--- config.mk ---
export PLATFORM = sky130hd
export DESIGN_NAME = rgb_led_sequencer
export DESIGN_NICKNAME = d
export VERILOG_FILES = /design/src/rtl/rgb_led_sequencer.sv
export SDC_FILE = /design/constraint.sdc
export NUM_CORES = 1
export LEC_CHECK = 0
export BUFFER_PORTS_ARGS = -buffer_cell sky130_fd_sc_hd__buf_2
export CAP_MARGIN = 10
export CORE_AREA = 2 2 101 103
export CTS_CLUSTER_DIAMETER = 60
export DETAILED_ROUTE_END_ITERATION = 6
export DIE_AREA = 0 0 103 105
export GPL_TIMING_DRIVEN = 0
export PLACE_DENSITY = 0.79
export SLEW_MARGIN = 20
export SYNTH_ARGS = -nofsm -noshare
export SYNTH_HDL_FRONTEND = slang
export SYNTH_SLANG_ARGS = --single-unit
--- constraint.sdc ---
create_clock -name clock -period 3.7 [get_ports clock]
set_input_delay 0.555 -clock clock [delete_from_list [all_inputs] [get_ports clock]]
set_output_delay 0.555 -clock clock [all_outputs]
set_load 0.005 [all_outputs]
--- src/rtl/rgb_led_sequencer.sv ---
// rgb_led_sequencer: multi-mode LED sequencer (off / step / fade / solid)
// with a programmable step prescaler and PWM brightness per channel.
module rgb_led_sequencer #(
    parameter int NUM_LEDS   = 3,
    parameter int PWM_BITS   = 8,
    parameter int DIV_W      = 24,
    parameter bit ACTIVE_LOW = 1'b1
) (
    input  logic                        clock,
    input  logic                        i_reset_n,
    input  logic                        i_enable,
    input  logic [1:0]                  i_mode,
    input  logic [DIV_W-1:0]            i_step_div,
    input  logic [PWM_BITS-1:0]         i_brightness,
    output logic [NUM_LEDS-1:0]         o_leds,
    output logic [$clog2(NUM_LEDS)-1:0] o_active_idx,
    output logic                        o_tick
);

    localparam int IDX_W = $clog2(NUM_LEDS);

    localparam logic [1:0] MODE_OFF   = 2'd0;
    localparam logic [1:0] MODE_STEP  = 2'd1;
    localparam logic [1:0] MODE_FADE  = 2'd2;
    localparam logic [1:0] MODE_SOLID = 2'd3;

    localparam logic [0:0] ST_UP   = 1'b0;
    localparam logic [0:0] ST_DOWN = 1'b1;

    // Last PWM count is all-ones minus one, so all-ones duty stays lit.
    localparam logic [PWM_BITS-1:0] PWM_LAST =
        {{(PWM_BITS-1){1'b1}}, 1'b0};
    localparam logic [IDX_W-1:0] IDX_LAST = IDX_W'(NUM_LEDS - 1);
    localparam logic [NUM_LEDS-1:0] LEDS_OFF = {NUM_LEDS{ACTIVE_LOW}};

    logic [DIV_W-1:0]    presc_q;
    logic [PWM_BITS-1:0] pwm_cnt_q;
    logic [PWM_BITS-1:0] level_q;
    logic [PWM_BITS-1:0] duty_q [NUM_LEDS];
    logic [PWM_BITS-1:0] target [NUM_LEDS];
    logic [IDX_W-1:0]    idx_q;
    logic [IDX_W-1:0]    idx_inc;
    logic [0:0]          state_q;
    logic [1:0]          mode_q;
    logic                tick_q;
    logic [NUM_LEDS-1:0] leds_q;
    logic [NUM_LEDS-1:0] lit;
    logic                mode_chg;
    logic                tick;

    assign mode_chg = (i_mode != mode_q);
    // A mode change swallows any coincident tick.
    assign tick     = i_enable && !mode_chg && (presc_q >= i_step_div);
    assign idx_inc  = (idx_q == IDX_LAST) ? '0 : idx_q + 1'b1;

    always_comb begin
        for (int i = 0; i < NUM_LEDS; i++) begin
            target[i] = '0;
            case (mode_q)
                MODE_SOLID: target[i] = i_brightness;
                MODE_STEP: begin
                    if (idx_q == IDX_W'(i)) target[i] = i_brightness;
                end
                MODE_FADE: begin
                    if (idx_q == IDX_W'(i)) target[i] = level_q;
                end
                default: target[i] = '0;
            endcase
        end
    end

    always_comb begin
        for (int i = 0; i < NUM_LEDS; i++) begin
            lit[i] = i_enable && (pwm_cnt_q < duty_q[i]);
        end
    end

    always_ff @(posedge clock or negedge i_reset_n) begin
        if (!i_reset_n) begin
            presc_q <= '0;
            tick_q  <= 1'b0;
            mode_q  <= MODE_OFF;
        end else begin
            tick_q <= tick;
            mode_q <= i_mode;
            if (mode_chg) begin
                presc_q <= '0;
            end else if (i_enable) begin
                presc_q <= tick ? '0 : presc_q + 1'b1;
            end
        end
    end

    always_ff @(posedge clock or negedge i_reset_n) begin
        if (!i_reset_n) begin
            pwm_cnt_q <= '0;
        end else if (i_enable) begin
            pwm_cnt_q <= (pwm_cnt_q == PWM_LAST) ? '0 : pwm_cnt_q + 1'b1;
        end
    end

    // Duty only reloads at the period start to avoid mid-period glitches.
    always_ff @(posedge clock or negedge i_reset_n) begin
        if (!i_reset_n) begin
            for (int i = 0; i < NUM_LEDS; i++) duty_q[i] <= '0;
        end else if (pwm_cnt_q == '0) begin
            for (int i = 0; i < NUM_LEDS; i++) duty_q[i] <= target[i];
        end
    end

    always_ff @(posedge clock or negedge i_reset_n) begin
        if (!i_reset_n) begin
            leds_q <= LEDS_OFF;
        end else begin
            leds_q <= ACTIVE_LOW ? ~lit : lit;
        end
    end

    always_ff @(posedge clock or negedge i_reset_n) begin
        if (!i_reset_n) begin
            idx_q   <= '0;
            level_q <= '0;
            state_q <= ST_UP;
        end else if (mode_chg) begin
            idx_q   <= '0;
            level_q <= '0;
            state_q <= ST_UP;
        end else if (i_enable) begin
            case (mode_q)
                MODE_STEP: begin
                    if (tick) idx_q <= idx_inc;
                end
                MODE_FADE: begin
                    if (tick) begin
                        case (state_q)
                            ST_UP: begin
                                // Clamp also catches a brightness drop mid-ramp.
                                if (level_q >= i_brightness) begin
                                    state_q <= ST_DOWN;
                                    level_q <= i_brightness;
                                end else begin
                                    level_q <= level_q + 1'b1;
                                end
                            end
                            default: begin
                                if (level_q == '0) begin
                                    idx_q   <= idx_inc;
                                    state_q <= ST_UP;
                                end else begin
                                    level_q <= level_q - 1'b1;
                                end
                            end
                        endcase
                    end
                end
                MODE_SOLID: begin
                    idx_q <= idx_q;
                end
                default: begin
                    idx_q   <= '0;
                    level_q <= '0;
                    state_q <= ST_UP;
                end
            endcase
        end
    end

    assign o_leds       = leds_q;
    assign o_active_idx = idx_q;
    assign o_tick       = tick_q;

endmodule

==> results of run 1 <==
-- per-stage QoR --
stage / hold WS [ns] / util [%] / cells / instance area (um^2) / setup slack, ns
6_report: 0.1856 / 60.57 / 793 / 5838 / 1.094
5_1_grt: 0.2055 / 60.57 / 793 / 5838 / 0.9474
3_3_place_gp: 0.4921 / 58.66 / 776 / 5654 / 0.9428
2_1_floorplan: 0.2594 / - / 601 / 5278 / 1.232
4_1_cts: 0.1939 / 60.57 / 793 / 5838 / 1.124
3_5_place_dp: 0.4955 / 58.89 / 777 / 5677 / 0.9063
-- layer usage --
metal / routed length (um) / up-vias / part of all wire [%]
met2: 6015 / 109 / 50
met3: 517 / 18 / 4.3
met4: 192 / 0 / 1.6
met5: 0 / - / 0
li1: - / 2227 / -
met1: 5268 / 2127 / 44
-- Yosys cell counts, drive strengths merged (3+ instances only) --
cell	instances
a2111oi	3
a21o	9
a21oi	25
a221o	3
a22o	24
a22oi	9
a31oi	3
and2	3
and3	8
and4	3
buf	8
clkbuf	12
dfrtp	70
dfstp	3
ha	64
inv	66
mux2i	3
nand2	50
nand2b	11
nand3	19
nand3b	3
nand4	10
nor2	52
nor2b	6
nor3	12
o21ai	53
o31ai	4
or2	5
xnor2	15
xor2	14
-- worst max-delay path: stages (launching register included) --
cell and delay, ns:
dfrtp_1 0.50, inv_1 0.16, ha_1 0.29, nand2b_1 0.14
a211oi_1 0.30, o21ai_1 0.16, nand2_1 0.10, buf_4 0.19
mux2i_1 0.20, o21ai_0 0.09, a221o_1 0.36
-- kinds of logic after synthesis --
logic type                 Yosys count  synth area share [%]
AOI/OAI and AO/OA                  154                 20.01
xor gates and xnor gates            29                 4.813
adders and majority gates           64                 15.17
buffers and inverters               87                 6.519
DFF                                 73                 34.68
muxes                                5                0.9957
and+or+nand+nor                    189                 17.81
-- worst max-delay path by stage --
stage / from / end / slack (ns) / cells past startpoint
floorplan: i_step_div[2] / level_q[3] / 1.23 / 9
global placement: i_step_div[2] / level_q[3] / 0.94 / 10
detailed placement: i_step_div[15] / level_q[3] / 0.91 / 10
CTS: level_q[0] / level_q[6] / 1.12 / 10
global route: level_q[0] / level_q[4] / 0.95 / 10
finish: level_q[0] / level_q[6] / 1.09 / 10
-- report_power, final --
part	internal (mW)	switching [mW]
Sequential	0.958	0.149
Combinational	0.353	0.360
Clock	0.263	0.295
-- sequential cells by signal (all words and copies together) (netlist names) --
| signal | flops |
|---|---|
| o_tick | 1 |
| presc_q | 24 |
| o_leds | 3 |
| pwm_cnt_q | 8 |
| duty_q | 24 |
| state_q | 1 |
| mode_q | 2 |
| level_q | 8 |
| o_active_idx | 2 |
-- layout make-up --
type	count	area (um^2)	area share (%)
multi-input combinational	441	3103	53.15
sequential	73	1831	31.35
inverter	67	251.5	4.308
timing repair buffer	43	232.7	3.986
tap	133	166.4	2.850
clock buffer	15	156.4	2.679
buffer	20	92.59	1.586
clock inverter	1	5.005	0.08573
==> results.cfg, run 1 <==
[status]
status = finished clean

[critical_path]
rrSetupSlack_ns = 1.09
crit_path_start_kind = flip-flop
worst_ep_required_time_ns = 3.94
end_kind = flip-flop
worst-r2r-cell-count = 10
reg2reg_from = level_q[0]
path_max_fanout = 10
reg2reg_to = level_q[6]
critPathKind = reg2reg
cp.arrival_ns = 2.85

[power_and_ir_drop]
p_leak_nw = 2.764
p_per_area_mw_per_mm2 = 407.3
fin_total_pwr_mw = 2.378
peakVddDrop_uv = 222.6

[floorplan]
io_pins = 43
die_w_um = 103
fp-row-count = 36
die_area_mm2 = 0.01082
die_y_um = 105
start_util_pct = 54.75
core-area_mm2 = 0.009639

[cts]
cts-buffers-inserted = 9
cts_tree = done
clkSlewWorstSetupHoldPaths_ns = 0.07
cts_setup_buffers = 0
cts-root-buf = clkbuf_8
cts-htree-levels = 3
cts-resized-gates = 0
clock_latency_ns = 0.36
clkSinkCount = 73
cts-hold-fix-buffers = 0
clock_path_buffers = 2

[global_route]
use_met3_pct = 4.415
grt_max_degree = 41
antenna_found_initial = 0
grt_pass1_wl_um = 20700
gr-usage-met1_pct = 31.68
use_met2_pct = 39.84
overflow = 0
grt_pass1_vias = 4475
grt_busiest_layer = met2
grtUsageTotal_pct = 24.00

[sta]
min_period_ns = 2.606
setup_viol = 0
rsz0062_at_grt = no
max_clock_freq_mhz = 383.7
drv_slew = 0
fin_skew_ns = 0.004887
finalCritPeriodShare_pct = 70.44
tns_ns = 0
slew_headroom_pct = 55.85
hold_viol_final = 0
tightest_slew_ns = 0.6540

[yosys]
synth.distinct_cells = 66
synth_edf_count = 0
yosys_warnings = 0
synth.area.top_cells = dfrtp_1, ha_1, inv_1, o21ai_0, a22o_1
synth_top_area_share_pct = 33.19
syn-cell-area_mm2 = 0.005278
ys_ff_latch = 73
syn_inst = 601
syn_avg_cell_area_um2 = 8.781
yosysTopAreaCell = dfrtp_1
async_flop_share_pct = 100.0
syn_nets = 702
synthFlopType = dfrtp_1
ys_seq_area_share_pct = 34.68

[placed_design]
post-dp-hpwl_um = 9223
gp_congestion = 0.8725
io_buffers = 42

[cells_and_area]
most-common-layout-cells = dfrtp_1, inv_1, ha_1, nor2_1, nand2_1
mostFrequentLayoutCell = dfrtp_1
drive_gt1_share_pct = 12.27
nFillCells = 851
nets = 756
diodes = 0
areaGrowthSynthToFinish_pct = 10.62

[drt]
avgRoutedWirePerCell_um = 15.12
wl_um = 11990
drcViolationCount = 0
antenna_left = 0
drt_iter0_drc = 228
viasPerCell = 5.651
dr.pass1.iters = 5
vias = 4481

[job]
cap_violations = 0

[hold_path]
hp-class = in2async
No activity file was read; power rests on OpenSTA's default activity.
==> run 2, diff against run 1 <==
==> constraint.sdc (replaced) <==
create_clock -name clock -period 2.5 [get_ports clock]
set_input_delay 0.375 -clock clock [delete_from_list [all_inputs] [get_ports clock]]
set_output_delay 0.375 -clock clock [all_outputs]
set_load 0.005 [all_outputs]
==> run 2 against run 1 <==
  * Global-route usage grew 0.096 points
  * Clock power grew 49%
  * Sequential cell count is the same
  * Clock skew is essentially flat
  * Largest cell class unchanged
==> results.cfg, run 2 (synthesis results as in run 1) <==
[drt]
drt_iter0_drc = 269
antenna_left = 0
avgRoutedWirePerCell_um = 15.30
drcViolationCount = 0
wl_um = 12300
viasPerCell = 5.668
vias = 4557
dr.pass1.iters = 5

[cells_and_area]
nets = 767
fin_cells = 804
top_regs = duty_q: 24 flops, presc_q: 24 flops
most-common-layout-cells = dfrtp_1, inv_1, ha_1, nor2_1
areaGrowthSynthToFinish_pct = 13.70
diodes = 0
mostFrequentLayoutCell = dfrtp_1
drive_gt1_share_pct = 15.35

[sta]
drv_slew = 0
fin_skew_ns = 0.004820
min_period_ns = 2.381
finalCritPeriodShare_pct = 95.25
slew_headroom_pct = 53.49
max_clock_freq_mhz = 420.0
tns_ns = 0
hold_viol_final = 0
setup_viol = 0
tightest_slew_ns = 0.6889

[power_and_ir_drop]
p_per_area_mw_per_mm2 = 588.2
p_leak_nw = 2.830
peakVddDrop_uv = 331.4
fin_total_pwr_mw = 3.530

[critical_path]
cp.arrival_ns = 2.62
critPathKind = reg2reg
worst_ep_required_time_ns = 2.74
path_max_fanout = 6
crit_path_start_kind = flip-flop
end_kind = flip-flop

[cts]
clock_latency_ns = 0.36
clock_path_buffers = 2
cts-htree-levels = 3
cts-buffers-inserted = 9
clkSlewWorstSetupHoldPaths_ns = 0.07
cts-root-buf = clkbuf_8
cts_tree = done
clkSinkCount = 73

[global_route]
grt_max_degree = 41
antenna_found_initial = 0
overflow = 0
grtUsageTotal_pct = 24.09
grt_pass1_wl_um = 20820
grt_pass1_vias = 4509

[floorplan]
die_y_um = 105
start_util_pct = 54.75
core-area_mm2 = 0.009639
die_area_mm2 = 0.01082
die_w_um = 103
io_pins = 43
fp-row-count = 36

[hold_path]
hp-class = in2async

[job]
cap_violations = 0

[status]
status = finished clean

[placed_design]
placed_cells = 777
io_buffers = 42
post-dp-hpwl_um = 9223
gp_congestion = 0.8725
==> run 2: layout make-up <==
class | instances | area, um^2
Fill cell | 837 | 3638
Buffer | 20 | 96.34
Timing Repair Buffer | 54 | 315.3
Clock inverter | 1 | 5.005
Clock buffer | 15 | 156.4
Sequential cell | 73 | 1833
Inverter | 67 | 251.5
Multi-Input combinational cell | 441 | 3177
Tap cell | 133 | 166.4
==> run 2: final timing paths <==
path	to	startpoint	cells after the start	slack (ns)
setup / recovery	level_q[3]	presc_q[3]	8	0.12
hold / removal	presc_q[6]	i_reset_n	1	0.004
setup reg to reg	level_q[3]	presc_q[3]	8	0.12
hold reg to reg	duty_q[2]	duty_q[2]	1	0.51
max in group asynchronous	level_q[6]	i_reset_n	2	1.92
min in group clock	mode_q[1]	i_mode[1]	1	0.15
==> run 2: routing by layer <==
layer | vias up | wire, um | GRT usage, %
met3 | 19 | 424 | 4.482
met5 | - | 0 | 0
li1 | 2247 | - | -
met4 | 0 | 233 | 7.331
met1 | 2205 | 5485 | 31.60
met2 | 86 | 6156 | 39.98
==> run 2: critical path: stages (launching register included) <==
cell and delay [ns]:
dfrtp_1 0.45, ha_1 0.23, a211o_1 0.29, a31oi_2 0.17, nor3_2 0.08, o31a_4 0.33, o211ai_4 0.29, nor2_4 0.09
a221o_1 0.34
==> run 2: where the power goes <==
group          switching [mW]  total [mW]  internal [mW]
sequential              0.219        1.64           1.42
combinational           0.537        1.06          0.525
clock                   0.440       0.829          0.389
total                    1.20        3.53           2.33
==> run 2: timing repair <==
action | 4_1_cts | 5_1_grt
gates cloned | 0 | 0
setup buffers | 2 | 9
resized for setup | 4 | 11
pin swaps | 1 | 4
endpoints found under the setup margin | 24 | 26
hold buffers | 0 | 0
==> run 2: metrics by stage <==
stage / utilization, % / hold WS, ns / worst slack (ns) / cell area, um^2
after floorplan: - / 0.07941 / 0.2120 / 5278
after global placement: 58.66 / 0.4921 / -0.07717 / 5654
after detailed placement: 58.89 / 0.4030 / -0.1137 / 5677
after CTS: 60.86 / 0.01391 / 0.001468 / 5867
after global routing: 62.25 / 0.02875 / -0.0001106 / 6001
final: 62.25 / 0.004003 / 0.1189 / 6001
